### src/rtl/sw_mode_press.sv
// -----------------------------------------------------------------------------
// sw_mode_press
//
// Turns the raw mode push-button into a clean debounced level, a single-cycle
// press strobe (SW_MODE) for the mode-select block, and a single-cycle
// long-press strobe (SW_LONG). Everything runs in the CLK domain. SW_RAW is
// asynchronous to CLK, so it first passes through a two-flop synchronizer.
//
// Ports:
//   CLK      in   system clock, rising edge
//   RST      in   asynchronous active-high reset
//   SW_RAW   in   raw button (1 = pressed), asynchronous to CLK
//   SW_LEVEL out  debounced button level
//   SW_MODE  out  one-cycle press strobe
//   SW_LONG  out  one-cycle long-press strobe
//
// Optional feature: when the macro SW_MODE_PRESS_AUTOREPEAT_EN is defined,
// the state reached after a long press auto-repeats SW_MODE every
// REPEAT_CYCLES cycles until the button is released.
// -----------------------------------------------------------------------------
module sw_mode_press #(
    parameter int DEBOUNCE_CYCLES = 4,
    parameter int LONG_CYCLES     = 16,
    parameter int REPEAT_CYCLES   = 8,
    parameter int CNT_W           = 16
) (
    input  logic CLK,
    input  logic RST,
    input  logic SW_RAW,
    output logic SW_LEVEL,
    output logic SW_MODE,
    output logic SW_LONG
);

    // Elaboration-time parameter sanity checks.
    if (DEBOUNCE_CYCLES < 1 || LONG_CYCLES < 1 || REPEAT_CYCLES < 1) begin : g_bad_cycles
        $error("sw_mode_press: cycle parameters must be >= 1");
    end
    if (CNT_W < 1 || CNT_W > 31 ||
        DEBOUNCE_CYCLES >= (1 << CNT_W) || LONG_CYCLES >= (1 << CNT_W) ||
        REPEAT_CYCLES >= (1 << CNT_W)) begin : g_bad_width
        $error("sw_mode_press: CNT_W too small for the configured counts");
    end

    localparam logic [CNT_W-1:0] DEB_LAST  = CNT_W'(DEBOUNCE_CYCLES - 1);
    localparam logic [CNT_W-1:0] LONG_LAST = CNT_W'(LONG_CYCLES - 1);
    localparam logic [CNT_W-1:0] LONG_MAX  = CNT_W'(LONG_CYCLES);
`ifdef SW_MODE_PRESS_AUTOREPEAT_EN
    localparam logic [CNT_W-1:0] REP_LAST  = CNT_W'(REPEAT_CYCLES - 1);
`endif

`ifdef SW_MODE_PRESS_AUTOREPEAT_EN
    typedef enum logic [1:0] {IDLE, PRESSED, REPEAT} state_t;
`else
    typedef enum logic [1:0] {IDLE, PRESSED, HELD} state_t;
`endif

    logic             sync1_q, sync2_q;
    logic [CNT_W-1:0] dcnt_q, dcnt_d;
    logic             level_q, level_d;
    logic             rise, fall;
    logic [CNT_W-1:0] hcnt_q;
    state_t           state_q;
    logic             mode_q, long_q;
`ifdef SW_MODE_PRESS_AUTOREPEAT_EN
    logic [CNT_W-1:0] rcnt_q;
`endif

    // Two-flop synchronizer; only sync2_q is used downstream.
    always_ff @(posedge CLK or posedge RST) begin
        if (RST) begin
            sync1_q <= 1'b0;
            sync2_q <= 1'b0;
        end else begin
            sync1_q <= SW_RAW;
            sync2_q <= sync1_q;
        end
    end

    // Debounce: the level follows sync2 only after DEBOUNCE_CYCLES
    // consecutive samples disagreeing with it; any agreeing sample restarts
    // the count, so short bounces never reach the output.
    always_comb begin
        level_d = level_q;
        dcnt_d  = dcnt_q;
        if (sync2_q == level_q) begin
            dcnt_d = '0;
        end else if (dcnt_q == DEB_LAST) begin
            level_d = sync2_q;
            dcnt_d  = '0;
        end else begin
            dcnt_d = dcnt_q + CNT_W'(1);
        end
    end

    // The FSM reacts on the same edge the debounced level changes, so the
    // press strobe coincides with the SW_LEVEL rising edge.
    assign rise = level_d & ~level_q;
    assign fall = ~level_d & level_q;

    always_ff @(posedge CLK or posedge RST) begin
        if (RST) begin
            dcnt_q  <= '0;
            level_q <= 1'b0;
        end else begin
            dcnt_q  <= dcnt_d;
            level_q <= level_d;
        end
    end

    // Press FSM with registered strobes. Release is checked first in every
    // state so that a release coinciding with the long threshold (or a
    // repeat edge) suppresses that strobe.
    always_ff @(posedge CLK or posedge RST) begin
        if (RST) begin
            state_q <= IDLE;
            hcnt_q  <= '0;
            mode_q  <= 1'b0;
            long_q  <= 1'b0;
`ifdef SW_MODE_PRESS_AUTOREPEAT_EN
            rcnt_q  <= '0;
`endif
        end else begin
            mode_q <= 1'b0;
            long_q <= 1'b0;
            case (state_q)
                IDLE: begin
                    if (rise) begin
                        mode_q  <= 1'b1;
                        hcnt_q  <= '0;
                        state_q <= PRESSED;
                    end
                end
                PRESSED: begin
                    if (fall) begin
                        hcnt_q  <= '0;
                        state_q <= IDLE;
                    end else if (hcnt_q == LONG_LAST) begin
                        // hcnt saturates at LONG_CYCLES from here on.
                        hcnt_q  <= LONG_MAX;
                        long_q  <= 1'b1;
`ifdef SW_MODE_PRESS_AUTOREPEAT_EN
                        rcnt_q  <= '0;
                        state_q <= REPEAT;
`else
                        state_q <= HELD;
`endif
                    end else begin
                        hcnt_q <= hcnt_q + CNT_W'(1);
                    end
                end
`ifdef SW_MODE_PRESS_AUTOREPEAT_EN
                REPEAT: begin
                    if (fall) begin
                        hcnt_q  <= '0;
                        rcnt_q  <= '0;
                        state_q <= IDLE;
                    end else if (rcnt_q == REP_LAST) begin
                        mode_q <= 1'b1;
                        rcnt_q <= '0;
                    end else begin
                        rcnt_q <= rcnt_q + CNT_W'(1);
                    end
                end
`else
                HELD: begin
                    if (fall) begin
                        hcnt_q  <= '0;
                        state_q <= IDLE;
                    end
                end
`endif
                default: begin
                    hcnt_q  <= '0;
                    state_q <= IDLE;
                end
            endcase
        end
    end

    assign SW_LEVEL = level_q;
    assign SW_MODE  = mode_q;
    assign SW_LONG  = long_q;

endmodule
### config.mk
export PLATFORM = sky130hd
export DESIGN_NAME = sw_mode_press
export DESIGN_NICKNAME = d
export VERILOG_FILES = /design/src/rtl/sw_mode_press.sv
export SDC_FILE = /design/constraint.sdc
export NUM_CORES = 1
export LEC_CHECK = 0
export CORE_MARGIN = 5
export CORE_UTILIZATION = 55
export DETAILED_ROUTE_END_ITERATION = 10
export PLACE_DENSITY = 0.7
export SYNTH_ARGS = -nofsm -noshare
export SYNTH_HDL_FRONTEND = slang
export SYNTH_SLANG_ARGS = --single-unit
### constraint.sdc
create_clock -name CLK -period 4.1 [get_ports CLK]
set_input_delay 0.82 -clock CLK [delete_from_list [all_inputs] [get_ports CLK]]
set_output_delay 0.82 -clock CLK [all_outputs]
set_load 0.02 [all_outputs]
# --- Word level (Yosys, flattened, before mapping) ---
# Cells that the tools add are included.
totals:
  register_bits: 39
  input_bits: 3
  output_inout_bits: 3
  word_cells: 44
classes:
  add_sub_neg: 2
  eq_ne: 8
  n_mux: 19
  bitwise_logic: 4
  n_reduce_logical: 3
op_table:
  columns: ["operator", "n"]
  rows:
  - ["$mux W16", 6]
  - ["$pmux W16 S3", 1]
  - ["$add A16 B1 Y16 const B", 2]
  - ["$eq A16 B2 Y1 const B", 1]
  - ["$eq A16 B4 Y1 const B", 1]
  - ["$mux W2", 4]
  - ["$mux W1", 7]
  - ["$pmux W2 S3", 1]
  - ["$ne A2 B2 Y1 const B", 2]
  - ["$ne A3 B3 Y1 const B", 1]
  - ["$reduce_and A3 Y1", 1]
  - ["$and A1 B1 Y1", 2]
  - ["$eq A2 B1 Y1 const B", 1]
  - ["$eq A2 B2 Y1 const B", 1]
  - ["$logic_not A2 Y1", 1]
  - ["$not A1 Y1", 2]
  - ["$reduce_and A2 Y1", 1]
  - ["$eq A1 B1 Y1", 1]

# --- Longest topological paths before layout ---
logic_depth:
  ltp_word: 7
  depth_mapped: 9
  depth_no_buf: 6

# --- Worst setup path after synthesis ---
# Ideal clock, no wire load.
synth_path:
  kind: "reg2reg"
  startpoint: "register dcnt_q[0]"
  endpoint: "register hcnt_q[15]"
  setup_ns: 0.094
  arrival_ns: 1.950
  required_time_ns: 4.006
  slack_ns: 2.056
  stages_incl_launch_ff: 9
  path_buffers: 2
  period_less_slack_ns: 2.044
  path_cell_list: "dfrtp_1 -> ha_1 -> nor4b_2 -> and4_1 -> buf_6 -> a21oi_4 -> buf_6 -> or4_1 -> a211oi_1"
synth_between:
  elab_chain_len: 7
  elab_cells_between_ends: 11
  classes_between: "3 x eq/ne; 4 x mux; 3 x bitwise; 1 x reduce/logical"
synth_rtl:
  columns: ["item", "line", "rtl"]
  rows:
  - ["start, declared", "59", "logic [CNT_W-1:0] dcnt_q, dcnt_d;"]
  - ["start signal, assigned", "106", "dcnt_q <= dcnt_d;"]
  - ["$eq A16 B2 Y1 (*)", "88", "end else if (dcnt_q == DEB_LAST) begin"]
  - ["$mux W1 (*)", "88", null]
  - ["$mux W1 (*)", "86", "if (sync2_q == level_q) begin"]
  - ["$not A1 Y1", "99", "assign fall = ~level_d & level_q;"]
  - ["$and A1 B1 Y1", "99", null]
  - ["$mux W16 / $ne A2 B2 Y1 (equally long branches)", null, null]
  - ["$pmux W16 S3 / $reduce_and A2 Y1 (equally long branches)", null, null]
  - ["end signal, assigned", "149", "hcnt_q <= hcnt_q + CNT_W'(1);"]
  - ["end, declared", "62", "logic [CNT_W-1:0] hcnt_q;"]
# Mark *: on every way between the ends. The rest lies on a longest branch, timed or not.
# A chain may end at the register's enable or synchronous reset.

# --- Worst setup path in the final report ---
layout_path:
  startpoint: "register dcnt_q[0]"
  endpoint: "register hcnt_q[7]"
# Same word-level chain as after synthesis.

==> impl_results.md <==
* Status: finished, final reports clean
* Die Ht at 70.78 µm
* Core area at 3633 µm²
* Fin crit period at 2.421 ns
* I/O pin cnt at 6
* Hold Path Stages at 0
* Post-Syn Area at 2032 µm²
* DRT Pass-1 Iters at 4
* Max rail drop VDD at 0.2440 mV
* FF+latch count, synth at 39
* Placer Congestion at 0.8105
* Finish-stage setup viols at 0
* Post-synthesis adder-cell area fraction at 1.232%
* Seq/Total Area, Yosys at 48.03%
* RR Endpoint: hcnt_q[7]$_DFFE_PP0P_
* Data arrival time of the critical path at 2.54 ns
* Clk_lat worst skew at 0.29 ns
* Layout Skew at 0.006626 ns
* Netlist cell types at 38
* Yosys top cell by area: dfrtp_1
* Synth area leaders: dfrtp_1 (48%), a211oi_1 (4.1%), xnor2_1 (3.9%)
* Synth Net Count at 214
* Clock Pin Slew Worst Setup and Hold Paths at 0.07 ns
* DP Area at 2108 µm²
* Overall Global Routing Usage at 18.12%
* Routed len/inst at 15.39 µm
* Post-CTS Hold Fix Bufs at 0
* TritonCTS clock tree: done
* Hold Crit Class: flip-flop to flip-flop
* Routed WL at 4.062 mm
* Simple-gate share of the synthesized area at 27.59%
* Endpoints failing hold at 0
* Layout area overhead at 8.682%
* R2R Setup Slk at 1.68 ns
* XOR/XNOR Fraction of Synth Area at 6.466%
* Final HPWL DP at 2.770 mm
* RSZ-0062 raised after global routing: no
* Worst path cell trace: ha_1 -> nor4b_2 -> and4_1 -> a21oi_1 -> o2bb2ai_1 -> a211oi_1
* MaxCap Viol Count at 0
* FFs w/ async S/R, synth at 100.0%
* CTS resizes at 0
* Gr ovfl total at 0
* R2R Path Start: dcnt_q[0]$_DFF_PP0_
* Row cnt at 22
* Power Density at 433.9 nW/µm²
* Max Root-Sink Buffers at 2
* Detail Route Antenna Nets at 0
* Main synth FF type: dfrtp_1
* Worst Hold Path EP: sync2_q$_DFF_PP0_
* Avg Cell Area, Syn at 9.722 µm²
* Root buffer cell: clkbuf_8
* Relative slew slack at 28.41%
* Mux share of post-synthesis cell area at 0%
* Finished Layout Cells at 264
* Initial antenna violation count at 0
* # DRC at 0
* Initial core utilization at 55.92%
* CP Capture Type: flip-flop
* R2R cell count at 6
* P_leak at 0.9237 nW
* DP Cell Count at 256
* Critical-path top delay cell: o2bb2ai_1
* Port buffer count at 5
* Largest net degree at the start of global routing at 40
* Fin crit share at 59.05%
* Fmax at 0.4130 GHz
* Nets at 220
* Fillers at 316
* Final setup TNS at 0 ns
* Compound-Gate Fraction of Synth Area at 13.36%
* Ant. Diodes at 0
* Max incr delay on CP at 0.83 ns
* Worst EP required at 4.21 ns
* Worst Max-Slew Pin Slew at 1.067 ns
* Top-count cell post-synth: dfrtp_1
* Cell area after layout at 2208 µm²
* Max FO, Critical Path at 13
* Cells after synthesis at 209
* Number of synthesized flops with an enable pin at 0
* Ys Warns at 0
* Layout cell share with drive strength beyond 1 at 5.556%
* CTS Buf Count at 5
* Max Slew Vio Count at 0
* Top post-synthesis cells by count: dfrtp_1 (39), nand2_1 (20), nor2_1 (18), a211oi_1 (11), and3_1 (11)
* Die area at 5010 µm²
* Fin Hold WS at 0.3644 ns
* Vias at 1568
* Die Wd at 70.78 µm
* Initial DRC Count at 120
* H-tree levels at 2
* Yosys top cell area share at 48.03%
* Crit start category: flip-flop
* CTS Sinks at 39
* First-pass GRT wire length at 7.210 mm
* Critical path class: flip-flop to flip-flop
* Vias in the first global route at 1528
* Postcts setup bufs at 0
* Min-delay src: sync1_q$_DFF_PP0_
* Largest family of logic cells by synthesized area: simple AND/OR/NAND/NOR gates
* Vias per inst at 5.939
-- placed cells by master (no fill, tap or decap), types with 6 or more instances in the layout --
cell type	instances
nor2_1	18
clkbuf_8	7
dfrtp_1	39
xor2_1	6
a211oi_1	11
nand3_1	6
and3_1	11
nand2_1	20
o31ai_1	8
or4_1	7
o21ai_0	10
inv_1	7
xnor2_1	9
-- metal layers --
metal	track usage, %	part of all wire (%)	vias to the layer above
met1	26.80	50	761
met3	4.403	4.9	2
met5	0	0	-
met2	25.54	45	28
met4	7.098	0.59	0
li1	-	-	777
-- worst max-delay path: cells and delay by family, from the launching register on --
family / cells / cell delay (ns)
fa+ha+maj: 1 / 0.21
flops: 1 / 0.37
compound gates: 3 / 1.04
simple gates: 2 / 0.63
-- report_power, final --
group          switching, W  leakage [nW]  internal [W]
clock              0.000126        0.0515      0.000153
sequential        0.0000439         0.530      0.000425
combinational      0.000139         0.342     0.0000702
total              0.000310         0.924      0.000648
-- per-stage QoR --
step	power [W]	utilization, %	worst slack [ns]
CTS	0.0009700	60.78	1.668
finish	0.0009582	60.78	1.679
floorplan	0.0006427	-	2.056
global placement	0.0006767	58.02	1.778
detailed placement	0.0006876	58.02	1.672
global route	0.001026	60.78	1.439
-- kinds of logic (layout without fill, tap and decap cells) --
family	count (synthesis)	after routing
and+or+nand+nor	100	100
DFF	39	39
xor gates and xnor gates	15	15
adders and majority gates	2	2
buffers and inverters	14	21
AOI/OAI and AO/OA	39	39
-- registers in the layout, summed over array words and instances, names as in the netlist --
register / count
sync1_q: 1
SW_LONG: 1
sync2_q: 1
hcnt_q: 16
state_q: 2
SW_MODE: 1
SW_LEVEL: 1
dcnt_q: 16
-- worst max-delay path by stage --
stage                              from                      to
floorplan           dcnt_q[0]$_DFF_PP0_  hcnt_q[15]$_DFFE_PP0P_
global placement    dcnt_q[0]$_DFF_PP0_   hcnt_q[3]$_DFFE_PP0P_
detailed placement  dcnt_q[0]$_DFF_PP0_   hcnt_q[7]$_DFFE_PP0P_
CTS                 dcnt_q[0]$_DFF_PP0_   hcnt_q[7]$_DFFE_PP0P_
global route        dcnt_q[0]$_DFF_PP0_  hcnt_q[11]$_DFFE_PP0P_
finish              dcnt_q[0]$_DFF_PP0_   hcnt_q[7]$_DFFE_PP0P_
-- final cells by class --
cell class                      instances  area [µm²]  share of cell area, %
Clock buffer                            8       100.1                  4.533
Inverter                                7       26.28                  1.190
Multi-Input combinational cell        156       988.4                  44.76
Timing Repair Buffer                    6       57.56                  2.606
Sequential cell                        39       975.9                  44.19
Tap cell                               48       60.06                  2.720
No activity file was read; power rests on OpenSTA's default activity.
